**src/rtl/dm_stage_mem.sv**
```systemverilog
// dm_stage_mem: data-memory pipeline stage with post-reset RAM clear, stall handshake
// and sticky out-of-range flag; one registered write-back record per accepted instruction.
module dm_stage_mem #(
    parameter int DATA_W = 8,
    parameter int ADDR_W = 8,
    parameter int DEPTH  = 256,
    parameter int RID_W  = 2
) (
    input  logic              clk,
    input  logic              rst,
    input  logic              in_valid,
    output logic              in_ready,
    input  logic              stall,
    input  logic [3:0]        opcode,
    input  logic [ADDR_W-1:0] addr,
    input  logic [DATA_W-1:0] alu_result,
    input  logic [RID_W-1:0]  rd,
    output logic              out_valid,
    output logic              wb_en,
    output logic [RID_W-1:0]  wb_rd,
    output logic [DATA_W-1:0] wb_data,
    output logic              addr_err,
    output logic              init_busy
);
    localparam int PW = DEPTH > 1 ? $clog2(DEPTH) : 1;
    localparam logic [3:0] OP_LOAD = 4'hD, OP_STORE = 4'hE, OP_LOADIMM = 4'hF;

    typedef enum logic {INIT, RUN} state_t;

    state_t state_q, state_d;
    logic [PW-1:0] ptr_q, ptr_d;
    logic out_valid_q, out_valid_d, wb_en_q, wb_en_d, addr_err_q, addr_err_d;
    logic [RID_W-1:0] wb_rd_q, wb_rd_d;
    logic [DATA_W-1:0] wb_data_q, wb_data_d;
    logic [DATA_W-1:0] ram [DEPTH];
    logic accept, in_range, is_mem, ram_we;
    logic [PW-1:0] ram_idx;
    logic [DATA_W-1:0] ram_wdata, rd_word;

    assign in_ready  = (state_q == RUN) && !stall;
    assign init_busy = (state_q == INIT);
    assign out_valid = out_valid_q;
    assign wb_en     = wb_en_q;
    assign wb_rd     = wb_rd_q;
    assign wb_data   = wb_data_q;
    assign addr_err  = addr_err_q;

    always_comb begin
        accept    = in_valid && in_ready;
        in_range  = {1'b0, addr} < (ADDR_W + 1)'(DEPTH);
        is_mem    = (opcode == OP_LOAD) || (opcode == OP_STORE);
        rd_word   = ram[addr[PW-1:0]];
        state_d   = state_q;
        ptr_d     = ptr_q;
        ram_we    = 1'b0;
        ram_idx   = ptr_q;
        ram_wdata = '0;
        out_valid_d = out_valid_q;
        wb_en_d   = wb_en_q;
        wb_rd_d   = wb_rd_q;
        wb_data_d = wb_data_q;
        addr_err_d = addr_err_q || (accept && is_mem && !in_range);
        if (state_q == INIT) begin
            ram_we  = 1'b1;
            ptr_d   = (ptr_q == PW'(DEPTH - 1)) ? '0 : ptr_q + 1'b1;
            state_d = (ptr_q == PW'(DEPTH - 1)) ? RUN : INIT;
        end
        if (!stall) begin
            out_valid_d = accept;
            wb_en_d     = accept && (opcode != OP_STORE);
        end
        if (accept) begin
            wb_rd_d   = rd;
            wb_data_d = (opcode == OP_LOAD)    ? (in_range ? rd_word : '0) :
                        (opcode == OP_STORE)   ? '0 :
                        (opcode == OP_LOADIMM) ? DATA_W'(addr) : alu_result;
            if (opcode == OP_STORE && in_range) begin
                ram_we    = 1'b1;
                ram_idx   = addr[PW-1:0];
                ram_wdata = alu_result;
            end
        end
        if (rst) ram_we = 1'b0;
    end

    always_ff @(posedge clk) begin
        if (rst) begin
            state_q     <= INIT;
            ptr_q       <= '0;
            out_valid_q <= 1'b0;
            wb_en_q     <= 1'b0;
            wb_rd_q     <= '0;
            wb_data_q   <= '0;
            addr_err_q  <= 1'b0;
        end else begin
            state_q     <= state_d;
            ptr_q       <= ptr_d;
            out_valid_q <= out_valid_d;
            wb_en_q     <= wb_en_d;
            wb_rd_q     <= wb_rd_d;
            wb_data_q   <= wb_data_d;
            addr_err_q  <= addr_err_d;
        end
    end

    // RAM has no reset; only the INIT sweep clears it.
    always_ff @(posedge clk) begin
        if (ram_we) ram[ram_idx] <= ram_wdata;
    end
endmodule

```
**config.mk**
```make
export PLATFORM = sky130hd
export DESIGN_NAME = dm_stage_mem
export DESIGN_NICKNAME = d
export VERILOG_FILES = /design/src/rtl/dm_stage_mem.sv
export SDC_FILE = /design/constraint.sdc
export NUM_CORES = 2
export LEC_CHECK = 0
export CORE_UTILIZATION = 45
export DETAILED_ROUTE_END_ITERATION = 8
export PLACE_DENSITY = 0.64
export SLEW_MARGIN = 10
export SYNTH_ARGS = -nofsm -noshare
export SYNTH_HDL_FRONTEND = slang
export SYNTH_SLANG_ARGS = --single-unit
export TNS_END_PERCENT = 100
```
**constraint.sdc**
```tcl
create_clock -name clk -period 6.67 [get_ports clk]
set_input_delay 1.334 -clock clk [delete_from_list [all_inputs] [get_ports clk]]
set_output_delay 1.334 -clock clk [all_outputs]
set_load 0.02 [all_outputs]
```
==> impl_metrics.tcl <==
set metrics [dict create \
    outcome "finished clean" \
    coreArea_um2 179000 \
    fin_nets 4140 \
    cpMaxStageDelayCell "or3_2" \
    synth_edf_count 2048 \
    netlist_area_um2 81000 \
    critPathMaxStageDelay_ns 1.05 \
    fin_skew_ns 0.0541 \
    setup_slack_ns 1.81 \
    max_freq_mhz 206 \
    drc_errors 0 \
    grt_pass1_wl_um 315000 \
    hold_buffers 0 \
    path_delay_family "simple AND/OR/NAND/NOR gates" \
    pre_cts_slack_ns 1.02 \
    mostFrequentLayoutCell "edfxtp_1" \
    grt_use_total_pct 24.7 \
    htreeDepth 4 \
    routabilityCongestion 0.903 \
    ys_ff_latch 2069 \
    ant_nets 0 \
    drive_gt1_share_pct 23.4 \
    cts_resized 0 \
    vias_per_cell 6.29 \
    grt_max_degree 105 \
    leakagePower_nw 33.2 \
    period_needed_ns 4.86 \
    cts_made_buffers 203 \
    final_util_pct 51.2 \
    ys_types 67 \
    synth.avg_cell_area_um2 20.5 \
    worstSkewPairLatency_ns 0.86 \
    clockBufferDepth 3 \
    cts-root-buf "clkbuf_16" \
    total_power_mw 26.4 \
    std_cell_rows 155 \
    async_reset_ff_share_pct 0 \
    critPathBufInv 2 \
    final_area_um2 91500 \
    die_h_um 426 \
    power_density_nw_per_um2 289 \
    synth-warning-count 0 \
    dpl.hpwl_um 138000 \
    final_max_slew_viol_count 0 \
    path_class "in2reg" \
    rsz0062_at_grt "false" \
    syn_nets 3981 \
    finalSetupTns_ns 0 \
    final-hold-violation-count 0 \
    synth_flop_cell "edfxtp_1" \
    endpoint_kind "flop" \
    finalSetupViolCount 0 \
    max_slew.worst_pin.slew_ns 1.21 \
    grt_overflow 0 \
    synth_cells 3954 \
    post-route-period-util_pct 72.9 \
    hp-class "reg2reg" \
    cts_setup_buffers 0 \
    ys_seq_area_share_pct 76.4 \
    start_util_pct 45.4 \
    cts_tree "done" \
    place_area_um2 84700 \
    path_cells "clkdlybuf4s50_1 -> nor2b_1 -> nand2_1 -> buf_4 -> nor2_2 -> a31oi_1 -> or3_2 -> nor2_1" \
    nFillCells 13900 \
    layout_common_cells "2048 x edfxtp_1, 485 x mux4_2, 317 x nor2_1, 205 x clkbuf_16, 147 x mux2i_1" \
    port_buffers 39 \
    area_delta_synth_final_pct 12.9 \
    grt_pass1_vias 41200 \
    clk_pin_slew_ns 0.06 \
    firstDrtPassIters 8 \
    peakVddDrop_mv 0.210 \
    drv_cap 0 \
    wirelength_um 224000 \
    die_w_um 426 \
    cp_max_fo 21 \
    top_level_ports 41 \
    crit_path_start_kind "primary input" \
    vias 41900 \
    multi_input_area_um2 17900 \
    dieArea_um2 182000 \
    register_area_um2 61900 \
    antenna_found_initial 8 \
    cp_data_arrival_time_ns 5.31 \
    wl_per_cell_um 33.6 \
    max_slew_margin_pct 19.3 \
    drt_iter0_drc 5704 \
    crit_required_ns 7.12 \
    cts.sinks 2069 \
]
cell usage after synthesis, drive strengths merged, types with 5 or more instances:
library cell / number / area share [%]
a31oi: 27 / 0.21
nor3: 25 / 0.15
edfxtp: 2048 / 76
or2: 21 / 0.16
mux4: 485 / 13
a32oi: 8 / 0.086
nor3b: 5 / 0.046
a221oi: 12 / 0.13
a211oi: 17 / 0.16
nor2: 321 / 1.5
a22o: 8 / 0.086
nand3: 39 / 0.24
inv: 7 / 0.032
nand3b: 6 / 0.056
mux2i: 147 / 1.8
a21oi: 52 / 0.32
nor2b: 21 / 0.16
nand4: 5 / 0.039
mux2: 20 / 0.28
o31ai: 7 / 0.065
and2: 21 / 0.16
nor4: 10 / 0.077
o221ai: 15 / 0.16
buf: 138 / 1.1
o211ai: 5 / 0.046
a311oi: 8 / 0.086
a2111oi: 7 / 0.076
o21ai: 65 / 0.40
o2111ai: 5 / 0.054
or3: 24 / 0.19
clkbuf: 103 / 0.48
o22ai: 32 / 0.25
nand2b: 14 / 0.11
dfxtp: 21 / 0.52
nand2: 124 / 0.57
and3: 5 / 0.039
a22oi: 34 / 0.31
metrics by stage:
stage,cells,hold slack (ns)
2_1_floorplan,3954,0.522
6_report,6661,0.467
4_1_cts,6643,0.467
3_5_place_dp,6263,0.459
3_3_place_gp,6263,0.461
5_1_grt,6646,0.498
area by class of cell:
cell class / instances / share of cell area (%)
antenna: 18 / 0.0492
clock buffer: 249 / 5.79
clock inverter: 131 / 1.53
inverter: 7 / 0.0356
multi-input combinational: 1637 / 19.5
sequential: 2069 / 67.7
tap: 2355 / 3.22
timing repair buffer: 195 / 2.17
metal layers:
metal,global-route usage [%],vias to the layer above,wire (um)
met5,0,-,25
met4,10.9,4,10500
met3,6.70,507,23600
met2,36.6,2519,102000
met1,34.4,22100,87800
li1,-,16700,-
sequential cells by signal, summed over array words and instances (netlist names):
signal / count
state_q: 1
ram: 2048
out_valid: 1
wb_en: 1
wb_rd: 2
wb_data: 8
ptr_q: 8
cell families (layout without fill, tap and decap cells):
family	Yosys count	in the layout	synth area share (%)
XOR/XNOR	2	2	0.0216
adder cells (fa/ha/maj)	1	1	0.0154
AND/OR/NAND/NOR	654	654	3.63
buffers and inverters	248	582	1.63
flip-flops	2069	2069	76.4
AO/OA/AOI/OAI	327	327	2.72
other	1	19	0.00463
multiplexers	652	652	15.6
worst min-delay path, delay by kind of cell, from the launching register on:
kind,cells,cell delay (ns)
AND/OR/NAND/NOR,1,0.05
AO/OA/AOI/OAI,1,0.05
flip-flops,1,0.31
power by group:
group,leakage [nW],total [mW],switching (mW),internal [mW]
logic,6.27,0.794,0.533,0.261
registers,23.7,14.1,0.00560,14.1
clock network,3.26,11.6,5.00,6.57
total,33.2,26.4,5.54,20.9
path summary, 6_finish.rpt:
check	depth (start not counted)	slack [ns]	startpoint	to
hold reg to reg	2	0.47	wb_rd[1]	wb_rd[1]
setup reg to reg	7	1.89	state_q	ram[245][4]
setup / recovery	8	1.81	stall	ram[245][4]
hold / removal	2	0.47	wb_rd[1]	wb_rd[1]
Power figures use the tool's default switching activity.
